$ cat config.mk
export PLATFORM = sky130hd
export DESIGN_NAME = sweep_sample_ctrl
export DESIGN_NICKNAME = d
export VERILOG_FILES = /design/src/rtl/sweep_sample_ctrl.sv
export SDC_FILE = /design/constraint.sdc
export NUM_CORES = 1
export LEC_CHECK = 0
export CORE_MARGIN = 5
export CORE_UTILIZATION = 52
export DETAILED_ROUTE_END_ITERATION = 6
export PLACE_DENSITY = 0.77
export SYNTH_ARGS = -nofsm -noshare
export SYNTH_HDL_FRONTEND = slang
export SYNTH_SLANG_ARGS = --single-unit
$ cat constraint.sdc
create_clock -name clk_100m -period 5 [get_ports clk_100m]
set_input_delay 1 -clock clk_100m [delete_from_list [all_inputs] [get_ports clk_100m]]
set_output_delay 1 -clock clk_100m [all_outputs]
set_load 0.02 [all_outputs]
$ cat src/rtl/sweep_sample_ctrl.sv
// sweep_sample_ctrl: frequency-sweep sample scheduler for the impedance front end.
// Walks a writable table of divider terminal counts, one entry per sweep point.
// For each point it runs the sample-clock divider, waits a settle interval,
// emits SAMPLES_PER_PT strobes, then hands the point off with pt_done/pt_ack.
// Optional build macro CONT_SWEEP_EN: after the last point is acked, wrap to
// point 0 and keep sweeping until abort or rst (FIN/done never occur).
module sweep_sample_ctrl #(
    parameter int NUM_PTS        = 6,
    parameter int SAMPLES_PER_PT = 512,
    parameter int SETTLE_CYC     = 100000,
    parameter int DIV_W          = 20
) (
    input  logic             clk_100m,
    input  logic             rst,
    input  logic             start,
    input  logic             abort,
    input  logic             tbl_we,
    input  logic [2:0]       tbl_addr,
    input  logic [DIV_W-1:0] tbl_data,
    output logic             samp_clk,
    output logic             sample_stb,
    output logic [2:0]       pt_idx,
    output logic             pt_start,
    output logic             pt_done,
    input  logic             pt_ack,
    output logic             busy,
    output logic             done
);

    localparam int IDX_W = (NUM_PTS > 1) ? $clog2(NUM_PTS) : 1;
    localparam int SMP_W = $clog2(SAMPLES_PER_PT + 1);
    localparam int SET_W = $clog2(SETTLE_CYC + 1);

    typedef enum logic [2:0] {
        S_IDLE,
        S_LOAD,
        S_SETTLE,
        S_SAMPLE,
        S_WAIT_ACK,
        S_FIN
    } state_t;

    state_t             state;
    state_t             state_nxt;
    logic [DIV_W-1:0]   tbl [NUM_PTS];
    logic [DIV_W-1:0]   tbl_rd;
    logic [DIV_W-1:0]   tc;
    logic [DIV_W-1:0]   div_cnt;
    logic               samp_clk_d;
    logic [SET_W-1:0]   settle_cnt;
    logic [SMP_W-1:0]   samp_cnt;
    logic               last_pt;
    logic               div_run;

    assign tbl_rd  = tbl[pt_idx[IDX_W-1:0]];
    assign last_pt = (pt_idx == 3'(NUM_PTS - 1));

    // Divider only advances while staying inside SETTLE/SAMPLE; any exit
    // (end of point, abort) clears it so samp_clk is parked low.
    assign div_run = ((state == S_SETTLE) || (state == S_SAMPLE)) &&
                     ((state_nxt == S_SETTLE) || (state_nxt == S_SAMPLE));

    // Next-state decode and Moore handshake outputs; abort overrides everything.
    always_comb begin
        state_nxt = state;
        busy      = 1'b0;
        pt_start  = 1'b0;
        pt_done   = 1'b0;
        done      = 1'b0;
        case (state)
            S_IDLE: begin
                if (start) state_nxt = S_LOAD;
            end
            S_LOAD: begin
                state_nxt = S_SETTLE;
            end
            S_SETTLE: begin
                pt_start = (settle_cnt == '0);
                if (settle_cnt == SET_W'(SETTLE_CYC - 1)) state_nxt = S_SAMPLE;
            end
            S_SAMPLE: begin
                if (sample_stb && (samp_cnt == SMP_W'(SAMPLES_PER_PT - 1)))
                    state_nxt = S_WAIT_ACK;
            end
            S_WAIT_ACK: begin
                pt_done = 1'b1;
                if (pt_ack) begin
`ifdef CONT_SWEEP_EN
                    state_nxt = S_LOAD;
`else
                    state_nxt = last_pt ? S_FIN : S_LOAD;
`endif
                end
            end
            S_FIN: begin
                done      = 1'b1;
                state_nxt = S_IDLE;
            end
            default: state_nxt = S_IDLE;
        endcase
        busy = (state != S_IDLE);
        if (abort) state_nxt = S_IDLE;
    end

    // State register, table, point index, divider, counters and strobe.
    always_ff @(posedge clk_100m) begin
        if (rst) begin
            state      <= S_IDLE;
            pt_idx     <= '0;
            tc         <= '0;
            div_cnt    <= '0;
            samp_clk   <= 1'b0;
            samp_clk_d <= 1'b0;
            sample_stb <= 1'b0;
            settle_cnt <= '0;
            samp_cnt   <= '0;
            for (int unsigned i = 0; i < NUM_PTS; i++) tbl[i] <= '0;
        end else begin
            state      <= state_nxt;
            samp_clk_d <= samp_clk;

            if (tbl_we && (state == S_IDLE) && (32'(tbl_addr) < NUM_PTS))
                tbl[tbl_addr[IDX_W-1:0]] <= tbl_data;

            // Last-point wrap to 0 is only reachable in continuous builds.
            if ((state == S_IDLE) && (state_nxt == S_LOAD))
                pt_idx <= '0;
            else if ((state == S_WAIT_ACK) && (state_nxt == S_LOAD))
                pt_idx <= last_pt ? '0 : pt_idx + 3'd1;

            if (state == S_LOAD) begin
                tc         <= (tbl_rd == '0) ? DIV_W'(1) : tbl_rd;
                settle_cnt <= '0;
                samp_cnt   <= '0;
            end

            if ((state == S_SETTLE) && (state_nxt == S_SETTLE))
                settle_cnt <= settle_cnt + SET_W'(1);

            if ((state == S_SAMPLE) && sample_stb)
                samp_cnt <= samp_cnt + SMP_W'(1);

            if (div_run) begin
                if (div_cnt == tc) begin
                    div_cnt  <= '0;
                    samp_clk <= ~samp_clk;
                end else begin
                    div_cnt  <= div_cnt + DIV_W'(1);
                end
            end else begin
                div_cnt  <= '0;
                samp_clk <= 1'b0;
            end

            // Strobe lands one cycle after samp_clk is first seen high.
            sample_stb <= (state == S_SAMPLE) && samp_clk && !samp_clk_d && !abort;
        end
    end

endmodule

==> results_dict.tcl <==
set metrics [dict create \
    worstHoldStart "samp_clk_d" \
    core_area_sq_mm 0.0195 \
    clk_pin_slew_worst_paths_ns 0.06 \
    ir_worst_vdd_mv 0.211 \
    internal_power_mw 3.20 \
    clock-sinks 239 \
    grt_pass1_wl_um 33600 \
    path_cells "inv_1, ha_1, nor4b_1, nand2_1, nor4_1, clkdlybuf4s50_1" \
    syn_area_per_cell_sq_um 12.2 \
    worst-path-buf-inv 2 \
    grt_pass1_vias 6286 \
    fin_cells 1200 \
    cts_tree "built" \
    p_leak_nw 4.06 \
    setup_viol 0 \
    cts_resized 0 \
    wire_per_inst_um 17.4 \
    synthAdderAreaFrac_pct 0.483 \
    clk_path_buf_depth 3 \
    relSlewSlack_pct 22.1 \
    grt_use_total_pct 18.9 \
    hold_path.class "reg2reg" \
    num_rows 51 \
    die_y_um 151 \
    cp-end-kind "primary output" \
    max-cap-violations 0 \
    io_pins 38 \
    crit_arrival_ns 2.44 \
    initial_core_util_pct 53.1 \
    worstPathRequired_ns 4.00 \
    area_growth_pct 14.0 \
    slew_violations 0 \
    skew_ns 0.0151 \
    yosys.area_share.xor_xnor_pct 3.55 \
    tns_ns 0 \
    yosysWarnings 0 \
    pwr-share-clk_pct 40.6 \
    seqPwrFrac_pct 54.7 \
    grt_start_max_net_pins 62 \
    rr_worst_depth 7 \
    power_switching_mw 0.849 \
    drt_first_pass_iters 5 \
    max_stage_delay_ns 0.67 \
    dieArea_sq_mm 0.0229 \
    switching_share_pct 21.0 \
    hpwl_um 13800 \
    muxShareOfSynthArea_pct 11.4 \
    cts_root_buffer "clkbuf_16" \
    synth-compound-area-share_pct 4.10 \
    syn-cell-area_sq_mm 0.0104 \
    finalHoldViolCount 0 \
    port_buffers 37 \
    place.gp.congestion 0.806 \
    timing.rr.end "tbl[2][3]" \
    dieWidth_um 151 \
    overflow 0 \
    fmax_mhz 291 \
    r2r_slack_ns 1.76 \
    synth_top_family_by_area "simple AND/OR/NAND/NOR gates" \
    drive_gt1_share_pct 11.8 \
    powerDensity_mw_per_mm2 342 \
    final_common_cell "nor2_1" \
    vias 6578 \
    startpoint_type "register" \
    syn_inst 850 \
    drtIter0Drc 412 \
    htree_levels 1 \
    numCtsBuffers 24 \
    combPwrFrac_pct 4.6 \
    synth_edf_count 160 \
    cts-hold-fix-buffers 0 \
    status "finished, final reports clean" \
    path_class "reg2out" \
    cp_max_fo 5 \
    drtAntennaViolNets 0 \
    r2r-start "state[0]" \
    critPathSlowestCell "clkdlybuf4s50_1" \
    clkLatencyLatePin_ns 0.52 \
    drc 0 \
    cts_setup_buffers 0 \
    vias_per_cell 5.48 \
    post-place-cells 1157 \
    hold-path-cell-count 1 \
    rsz0062_at_grt "no" \
    fin_crit_sh_pct 68.7 \
    async_reset_ff_share_pct 0 \
    synth.distinct_cells 53 \
    yosys.area_share.simple_pct 15.8 \
    holdWs_ns 0.399 \
    fin_nets 951 \
    synth_flop_cell "edfxtp_1" \
    ys_seq_elements 239 \
    fin_crit_ns 3.44 \
    grt_antenna_before_repair 0 \
    critPathTopFamily "buffers and inverters" \
    yosysSeqAreaShare_pct 61.6 \
    final_cell_mix "nor2_1 (188), edfxtp_1 (160), dfxtp_1 (76)" \
    wl_um 20800 \
    worst-slew-pin-transition_ns 1.17 \
    hold_end "sample_stb" \
]
-- worst reg2reg max path, cell delays in order, from the launching register on --
cell and delay [ns]:
dfxtp_1 0.45, or3_1 0.45, a211o_1 0.37, nor2_4 0.31, buf_4 0.30, nand3b_1 0.09, buf_4 0.22, nand2b_1 0.69
-- routing by layer --
metal  track usage [%]  wire length, um  vias to the layer above
met2              30.9            10200                      208
met4              5.03              420                        0
met5                 0                0                        -
met3              3.20             1360                       30
li1                  -                -                     3168
met1              26.5             8870                     3172
-- state kept, by name (all words and copies together), names as in the netlist, named ones only --
name        flops
samp_clk        1
div_cnt        20
pt_idx          3
samp_cnt       10
tc             20
sample_stb      1
tbl           160
settle_cnt     17
samp_clk_d      1
state           3
-- stage by stage --
step,power (mW),util [%],area [sq um],setup slack [ns]
floorplan,2.36,-,10500,2.12
global placement,2.44,56.9,11100,1.12
detailed placement,2.45,56.9,11100,1.07
CTS,4.09,60.5,11800,1.54
global route,4.20,60.5,11800,1.32
finish,4.05,60.5,11800,1.56
-- synth_stat cells, types with 2 or more instances --
cell type / count / area (sq um)
nor2_1: 188 / 706
edfxtp_1: 160 / 4800
dfxtp_1: 79 / 1580
nand2_1: 43 / 161
mux4_2: 38 / 856
inv_1: 31 / 116
clkbuf_1: 28 / 105
mux2i_1: 26 / 260
xnor2_1: 24 / 210
nand3_1: 23 / 115
a211oi_1: 21 / 158
a21oi_1: 19 / 95.1
xor2_1: 18 / 158
nor3_1: 17 / 85.1
nand4_1: 14 / 87.6
buf_2: 13 / 65.1
nand2_2: 10 / 62.6
nor4_1: 9 / 56.3
o21ai_0: 8 / 40.0
nand3b_1: 7 / 52.6
mux2_2: 6 / 67.6
or3_1: 6 / 37.5
and3_1: 5 / 31.3
nand2b_1: 5 / 31.3
buf_4: 4 / 30.0
ha_1: 4 / 50.1
a22oi_1: 3 / 22.5
and2_1: 3 / 18.8
and4_1: 3 / 26.3
nor2b_1: 3 / 18.8
a31oi_1: 2 / 12.5
nor4b_1: 2 / 17.5
o211ai_1: 2 / 15.0
o21a_1: 2 / 15.0
o21ai_1: 2 / 10.0
o21bai_1: 2 / 15.0
or2_2: 2 / 12.5
or3b_2: 2 / 17.5
or4_1: 2 / 15.0
-- power groups by stage --
stage	logic, mW	clock network (mW)	registers [mW]
6_report	0.188	1.65	2.21
5_1_grt	0.207	1.77	2.22
4_1_cts	0.190	1.68	2.22
3_5_place_dp	0.189	0	2.26
3_3_place_gp	0.184	0	2.25
2_1_floorplan	0.121	0	2.24
-- how the worst max path moves through the flow --
| stage | depth (start not counted) | to | start | slack [ns] |
|---|---|---|---|---|
| final | 6 | pt_start | settle_cnt[0] | 1.56 |
| after global routing | 6 | pt_start | settle_cnt[0] | 1.32 |
| after CTS | 6 | pt_start | settle_cnt[0] | 1.54 |
| after detailed placement | 7 | tbl[2][5] | tbl_addr[1] | 1.07 |
| after global placement | 8 | tbl[2][19] | tbl_we | 1.12 |
| after floorplan | 2 | tbl[4][0] | tbl_addr[1] | 2.12 |
-- cell families (layout without fill, tap and decap cells) --
family	Yosys count	in the layout
AOI/OAI and AO/OA	66	66
xor gates and xnor gates	42	42
adders and majority gates	4	4
buffers and inverters	76	121
DFF	239	239
muxes	70	70
other	1	41
and+or+nand+nor	352	352
-- final cells by class --
type                            instances  area, sq um
Inverter                               31          116
Clock buffer                           34          638
Antenna cell                            1         2.50
Fill cell                            1582         7700
Timing Repair Buffer                   48          448
Multi-Input combinational cell        574         3820
Clock inverter                          8         73.8
Sequential cell                       239         6390
Tap cell                              265          332
(Power assumes the default switching activity.)
